## src/rtl/ul4_pkg.sv

```systemverilog
// Shared definitions for the ul4 logic unit and its command controller.
// Select codes, FSM encoding and register-file geometry.
package ul4_pkg;
    localparam int REG_W = 4;
    localparam int REG_N = 4;
    localparam int IDX_W = $clog2(REG_N);

    localparam logic [1:0] OP_NOT = 2'b00;
    localparam logic [1:0] OP_XOR = 2'b01;
    localparam logic [1:0] OP_OR  = 2'b10;
    localparam logic [1:0] OP_AND = 2'b11;

    typedef enum logic [1:0] {
        IDLE = 2'd0,
        EXEC = 2'd1,
        RESP = 2'd2
    } state_t;
endpackage

```

## src/rtl/ul4.sv

```systemverilog
// 4-bit logic unit: ~A, A^B, A|B, A&B selected by s.
// Purely combinational, no handshake.
module ul4
    import ul4_pkg::*;
(
    input  logic [REG_W-1:0] a,
    input  logic [REG_W-1:0] b,
    input  logic [1:0]       s,
    output logic [REG_W-1:0] y
);
    always_comb begin
        y = '0;
        case (s)
            OP_NOT:  y = ~a;
            OP_XOR:  y = a ^ b;
            OP_OR:   y = a | b;
            OP_AND:  y = a & b;
            default: y = '0;
        endcase
    end
endmodule

```

## src/rtl/ul4_ctrl.sv

```systemverilog
// Command controller driving ul4 over a 4x4 register file; one command in flight.
// Latency: accept edge -> EXEC edge writes result -> res_valid; cmd_ready low until the response is taken.
module ul4_ctrl
    import ul4_pkg::*;
#(
    parameter logic [REG_W-1:0] RESET_VAL = 4'b0000
) (
    input  logic             clk,
    input  logic             reset,
    input  logic             cmd_valid,
    output logic             cmd_ready,
    input  logic             cmd_load,
    input  logic [1:0]       cmd_S,
    input  logic [IDX_W-1:0] cmd_rd,
    input  logic [IDX_W-1:0] cmd_ra,
    input  logic [IDX_W-1:0] cmd_rb,
    input  logic [REG_W-1:0] cmd_imm,
    output logic             res_valid,
    input  logic             res_ready,
    output logic [REG_W-1:0] res_data,
    output logic [IDX_W-1:0] res_rd,
    output logic             res_zero
);
    state_t           state_q, state_d;
    logic             load_q, load_d;
    logic [1:0]       s_q, s_d;
    logic [IDX_W-1:0] rd_q, rd_d, ra_q, ra_d, rb_q, rb_d;
    logic [REG_W-1:0] imm_q, imm_d;
    logic [REG_W-1:0] regs_q [REG_N];
    logic [REG_W-1:0] regs_d [REG_N];
    logic [REG_W-1:0] res_data_q, res_data_d;
    logic [IDX_W-1:0] res_rd_q, res_rd_d;
    logic             res_zero_q, res_zero_d;
    logic [REG_W-1:0] alu_y;
    logic [REG_W-1:0] result;

    ul4 u_ul4 (
        .a (regs_q[ra_q]),
        .b (regs_q[rb_q]),
        .s (s_q),
        .y (alu_y)
    );

    assign result    = load_q ? imm_q : alu_y;
    assign cmd_ready = (state_q == IDLE) && !reset;
    assign res_valid = (state_q == RESP);
    assign res_data  = res_data_q;
    assign res_rd    = res_rd_q;
    assign res_zero  = res_zero_q;

    always_comb begin
        state_d    = state_q;
        load_d     = load_q;
        s_d        = s_q;
        rd_d       = rd_q;
        ra_d       = ra_q;
        rb_d       = rb_q;
        imm_d      = imm_q;
        regs_d     = regs_q;
        res_data_d = res_data_q;
        res_rd_d   = res_rd_q;
        res_zero_d = res_zero_q;
        case (state_q)
            IDLE: begin
                if (cmd_valid) begin
                    load_d  = cmd_load;
                    s_d     = cmd_S;
                    rd_d    = cmd_rd;
                    ra_d    = cmd_ra;
                    rb_d    = cmd_rb;
                    imm_d   = cmd_imm;
                    state_d = EXEC;
                end
            end
            EXEC: begin
                // operands come from regs_q, so rd aliasing ra/rb sees the pre-write value
                regs_d[rd_q] = result;
                res_data_d   = result;
                res_rd_d     = rd_q;
                res_zero_d   = (result == '0);
                state_d      = RESP;
            end
            RESP: begin
                if (res_ready) state_d = IDLE;
            end
            default: state_d = IDLE;
        endcase
    end

    always_ff @(posedge clk) begin
        if (reset) begin
            state_q    <= IDLE;
            load_q     <= 1'b0;
            s_q        <= '0;
            rd_q       <= '0;
            ra_q       <= '0;
            rb_q       <= '0;
            imm_q      <= '0;
            for (int i = 0; i < REG_N; i++) regs_q[i] <= RESET_VAL;
            res_data_q <= '0;
            res_rd_q   <= '0;
            res_zero_q <= 1'b0;
        end else begin
            state_q    <= state_d;
            load_q     <= load_d;
            s_q        <= s_d;
            rd_q       <= rd_d;
            ra_q       <= ra_d;
            rb_q       <= rb_d;
            imm_q      <= imm_d;
            regs_q     <= regs_d;
            res_data_q <= res_data_d;
            res_rd_q   <= res_rd_d;
            res_zero_q <= res_zero_d;
        end
    end
endmodule
```

## config.mk

```make
export PLATFORM = sky130hd
export DESIGN_NAME = ul4_ctrl
export DESIGN_NICKNAME = d
export VERILOG_FILES = /design/src/rtl/ul4_pkg.sv /design/src/rtl/ul4.sv /design/src/rtl/ul4_ctrl.sv
export SDC_FILE = /design/constraint.sdc
export NUM_CORES = 1
export LEC_CHECK = 0
export BUFFER_PORTS_ARGS = -buffer_cell sky130_fd_sc_hd__buf_2
export CAP_MARGIN = 25
export CELL_PAD_IN_SITES_DETAIL_PLACEMENT = 1
export CELL_PAD_IN_SITES_GLOBAL_PLACEMENT = 1
export CORE_UTILIZATION = 30
export DETAILED_ROUTE_END_ITERATION = 8
export GPL_TIMING_DRIVEN = 0
export PLACE_DENSITY = 0.54
export SLEW_MARGIN = 20
export SYNTH_ARGS = -nofsm -noshare
export SYNTH_HDL_FRONTEND = slang
export SYNTH_SLANG_ARGS = --single-unit
```

## constraint.sdc

```tcl
create_clock -name clk -period 3 [get_ports clk]
set_clock_uncertainty 0.1 [all_clocks]
set_input_delay 0.3 -clock clk [delete_from_list [all_inputs] [get_ports clk]]
set_output_delay 0.3 -clock clk [all_outputs]
set_load 0.03 [all_outputs]
```

==> results <==
- The run finished with clean final reports.
- The total routing usage reported by global routing is 16.05%.
- The worst hold slack across all endpoints is 0.1320 ns.
- The highest clock frequency the design can meet is 363.7 MHz.
- Setup repair after global routing left no endpoint under its margin.
- The total number of nets in the final design is 270.
- The number of library cell types mapped by synthesis is 35.
- The HPWL after detailed placement is 3.586 mm.
- The worst setup path is captured at a register.
- For the final routed database, the setup TNS stands at 0 ns.
- Counting flops with an async set or reset pin after synthesis yields a share of 0%.
- The number of I/O port buffers is 25.
- The number of diodes is 0.
- Post-CTS timing repair inserted 0 buffers for setup.
- Counting every instance in the synthesized netlist gives 214.
- VDD sags by at most 0.2015 mV.
- The max-cap check violation count is 0.
- The via count of the first global-routing pass is 1550.
- Counting flops with a built-in enable in the synthesized netlist gives 0.
- The wire length of the first global-routing pass is 7.866 mm.
- From bottom edge to top edge, the die measures 82.25 um.
- The pin count of the biggest net entering global routing is 12.
- The proportion of layout cells with a drive suffix above 1 is 22.45%.
- Yosys attributes the largest share of cell area to dfxtp_1, nand2_1, a211oi_1, mux4_2, ha_1.
- For this run, the leading register cell type out of synthesis is dfxtp_1.
- The maximum single-stage delay on the critical path is 0.54 ns.
- The total length of routed wires is 4.768 mm.
- The count of hold-fix buffers inserted at cts is 0.
- Detailed routing placed a total of 2.179 mm of wire on met2.
- The cell with the most instances after synthesis is dfxtp_1.
- Setup violations remaining at the end of the flow were counted as 0.
- The total I/O pin count is 26.
- The minimum clock period is 2.749 ns.
- Synthesis produced a netlist with a net count of 239.
- After detailed routing, the average wire length per cell comes to 14.90 um.
- The floorplan step defined a die boundary enclosing 6764 sq um.
- After floorplanning, the core was divided into 28 placement rows.
- The synthesis-stage register bit count is 38.
- The signal on the critical path passes through buf_6 > mux4_2 > inv_1 > ha_1 > mux2_1 > a221oi_1 > a21oi_2 > or3_1 > o21ai_1.
- In the final layout, the multi-input gates occupy 1026 sq um.
- For this run, the detailed router's first-pass iteration total came to 4.
- The cell area after synthesis is 1932 sq um.
- The number of buffers between clock root and the deepest sink is 2.
- Grouping stages by cell kind, the critical path spends the most delay in multiplexers.
- The effective utilization at floorplan is 31.87%.
- The core region is 6061 sq um.
- Counting instances in the post-synthesis netlist gives the leading cell types as dfxtp_1, nand2_1, nor2_1, a21oi_1, a211oi_1.
- In the detailed route, the total length drawn on met3 is 138 um.
- The kind of path behind the tightest hold check is in2reg.
- The die is 82.25 um wide.
- The number of clock buffers added by TritonCTS is 5.
- The via-per-instance ratio is 4.853.
- The last weighted congestion value of the routability-driven placer is 0.6728.
- The worst setup path is launched from a register.
- The layout-stage area growth over the synthesis result is 17.03%.
- The layout has 742 filler cells.
- TritonCTS built the clock tree.
- Dividing the synthesized area by the synthesized cell count gives 9.027 sq um.
- The H-tree generated during clock tree synthesis spans 2 levels.
- The top cell type's share of synthesized area is 39.38%.
- The number of routed nets with antenna violations is 0.
- The maximum fanout encountered on the critical timing path is 10.
- The slew at the pin with the worst max-slew slack is 0.7386 ns.
- Summed over all layers, the global routing overflow is 0.
- STA puts the critical path data arrival time at 2.88 ns.
- In the final routing, the length of wire on met1 measures 2.401 mm.
- The total of warnings raised by yosys is 0.
- The worst slew slack as a fraction of its limit is 50.76%.
- The detailed-route via count is 1553.
- For this run, design rule violations remaining after detail routing come to 0.
- The share of the Yosys chip area taken by registers is 39.38%.
- The critical path class is reg2reg.
- For this design the ratio of total power to cell area is 538.5 nW/um^2.
- The later pin in the worst-skew pair is clocked with a latency of 0.29 ns.
- The number of failing hold endpoints at the final stage is 0.
- The cell type of the slowest stage on the worst timing path is mux4_2.
- The number of DRC markers in iteration 0 is 52.
- The number of max-slew violations in the final report is 0.
- The initial antenna violation count is 0.
- The clock root buffer is clkbuf_8.
- The critical path contains buffers and inverters numbering 2 combined.
- The register cell area after layout is 762.0 sq um.
- Routed signal wires occupy layers up through met4.
- The period utilization is 91.65%.
- The leakage dissipation is 0.8887 nW.
- The clock drives 38 sinks.
- Summed over all instances, the cell type with the most area after synthesis is dfxtp_1.
- For the worst setup path, the data required time is 3.13 ns.
- The number of gates given a new drive strength after cts is 0.
- After clock tree synthesis, the clock-pin slew on the worst setup and hold paths is 0.08 ns.
==> placed cells by master (no fill, tap or decap), types with 2 or more instances in the layout <==
cell type  synthesis  routed
clkbuf_1           6       5
a21oi_1           19      19
o21ai_0            3       3
nand2b_1           5       5
dfxtp_1           38      37
or3_1              2       2
mux2_1             3       3
buf_2              2      27
ha_1               8       8
a21oi_2            2       2
nor2b_1            2       2
a22oi_1            3       3
nor3b_2            2       2
a32oi_1            3       3
buf_6              2       2
a211oi_1          15      15
mux2i_1           10      10
and2_1             2       2
clkbuf_8           3       9
nor3_1             2       2
nand2_1           36      36
mux4_2             5       5
inv_1              9       9
buf_4              2       2
nor2_1            20      20
==> state kept, by name (all words and copies together), names as in the netlist <==
signal    count
imm_q         4
load_q        1
ra_q          2
rb_q          2
rd_q          2
regs_q       16
res_data      4
res_rd        2
res_zero      1
s_q           2
state_q       2
==> cells by family (layout without fill, tap and decap cells) <==
logic type	after synthesis	in the layout	synth area share, %
muxes	19	19	13.34
adders and majority gates	8	8	5.182
DFF	38	38	39.38
buffers and inverters	24	55	7.512
AOI/OAI and AO/OA	47	47	15.67
and+or+nand+nor	78	78	18.91
==> path summary, 6_finish.rpt <==
path	from	to	slack [ns]	cells past startpoint
max	ra_q[0]	res_zero	0.25	9
max reg2reg	ra_q[0]	res_zero	0.25	9
min reg2reg	res_rd[0]	res_rd[0]	0.35	2
min	cmd_valid	state_q[0]	0.13	2
==> routing by layer <==
metal,vias to the layer above,track usage (%)
li1,804,-
met1,723,22.42
met2,22,24.46
met3,4,2.967
met4,0,5.789
met5,-,0
==> metrics by stage <==
step | util, % | setup slack (ns) | area, sq um | power [W] | cells
2_1_floorplan | - | 0.3695 | 1932 | 0.0007108 | 214
4_1_cts | 37.35 | 0.02469 | 2263 | 0.001237 | 321
6_report | 37.30 | 0.2506 | 2261 | 0.001217 | 320
3_5_place_dp | 35.49 | 0.05887 | 2151 | 0.0007784 | 314
3_3_place_gp | 35.49 | 0.08658 | 2151 | 0.0007755 | 314
5_1_grt | 37.30 | 0.04720 | 2261 | 0.001287 | 320
==> final cells by class <==
class                           instances  area share [%]
Tap cell                               75           4.151
Clock buffer                            6           3.652
Sequential cell                        38           33.70
Inverter                                9           1.494
Multi-Input combinational cell        152           45.38
Clock inverter                          1           1.328
Timing Repair Buffer                   25           5.534
Buffer                                 14           4.759
==> report_power, final <==
| group | internal (W) | total, W | switching (W) |
|---|---|---|---|
| registers | 0.000529 | 0.000548 | 0.0000196 |
| logic | 0.0000855 | 0.000214 | 0.000128 |
| clock network | 0.000266 | 0.000455 | 0.000189 |
| total | 0.000881 | 0.00122 | 0.000337 |
Power figures use the tool's default switching activity.
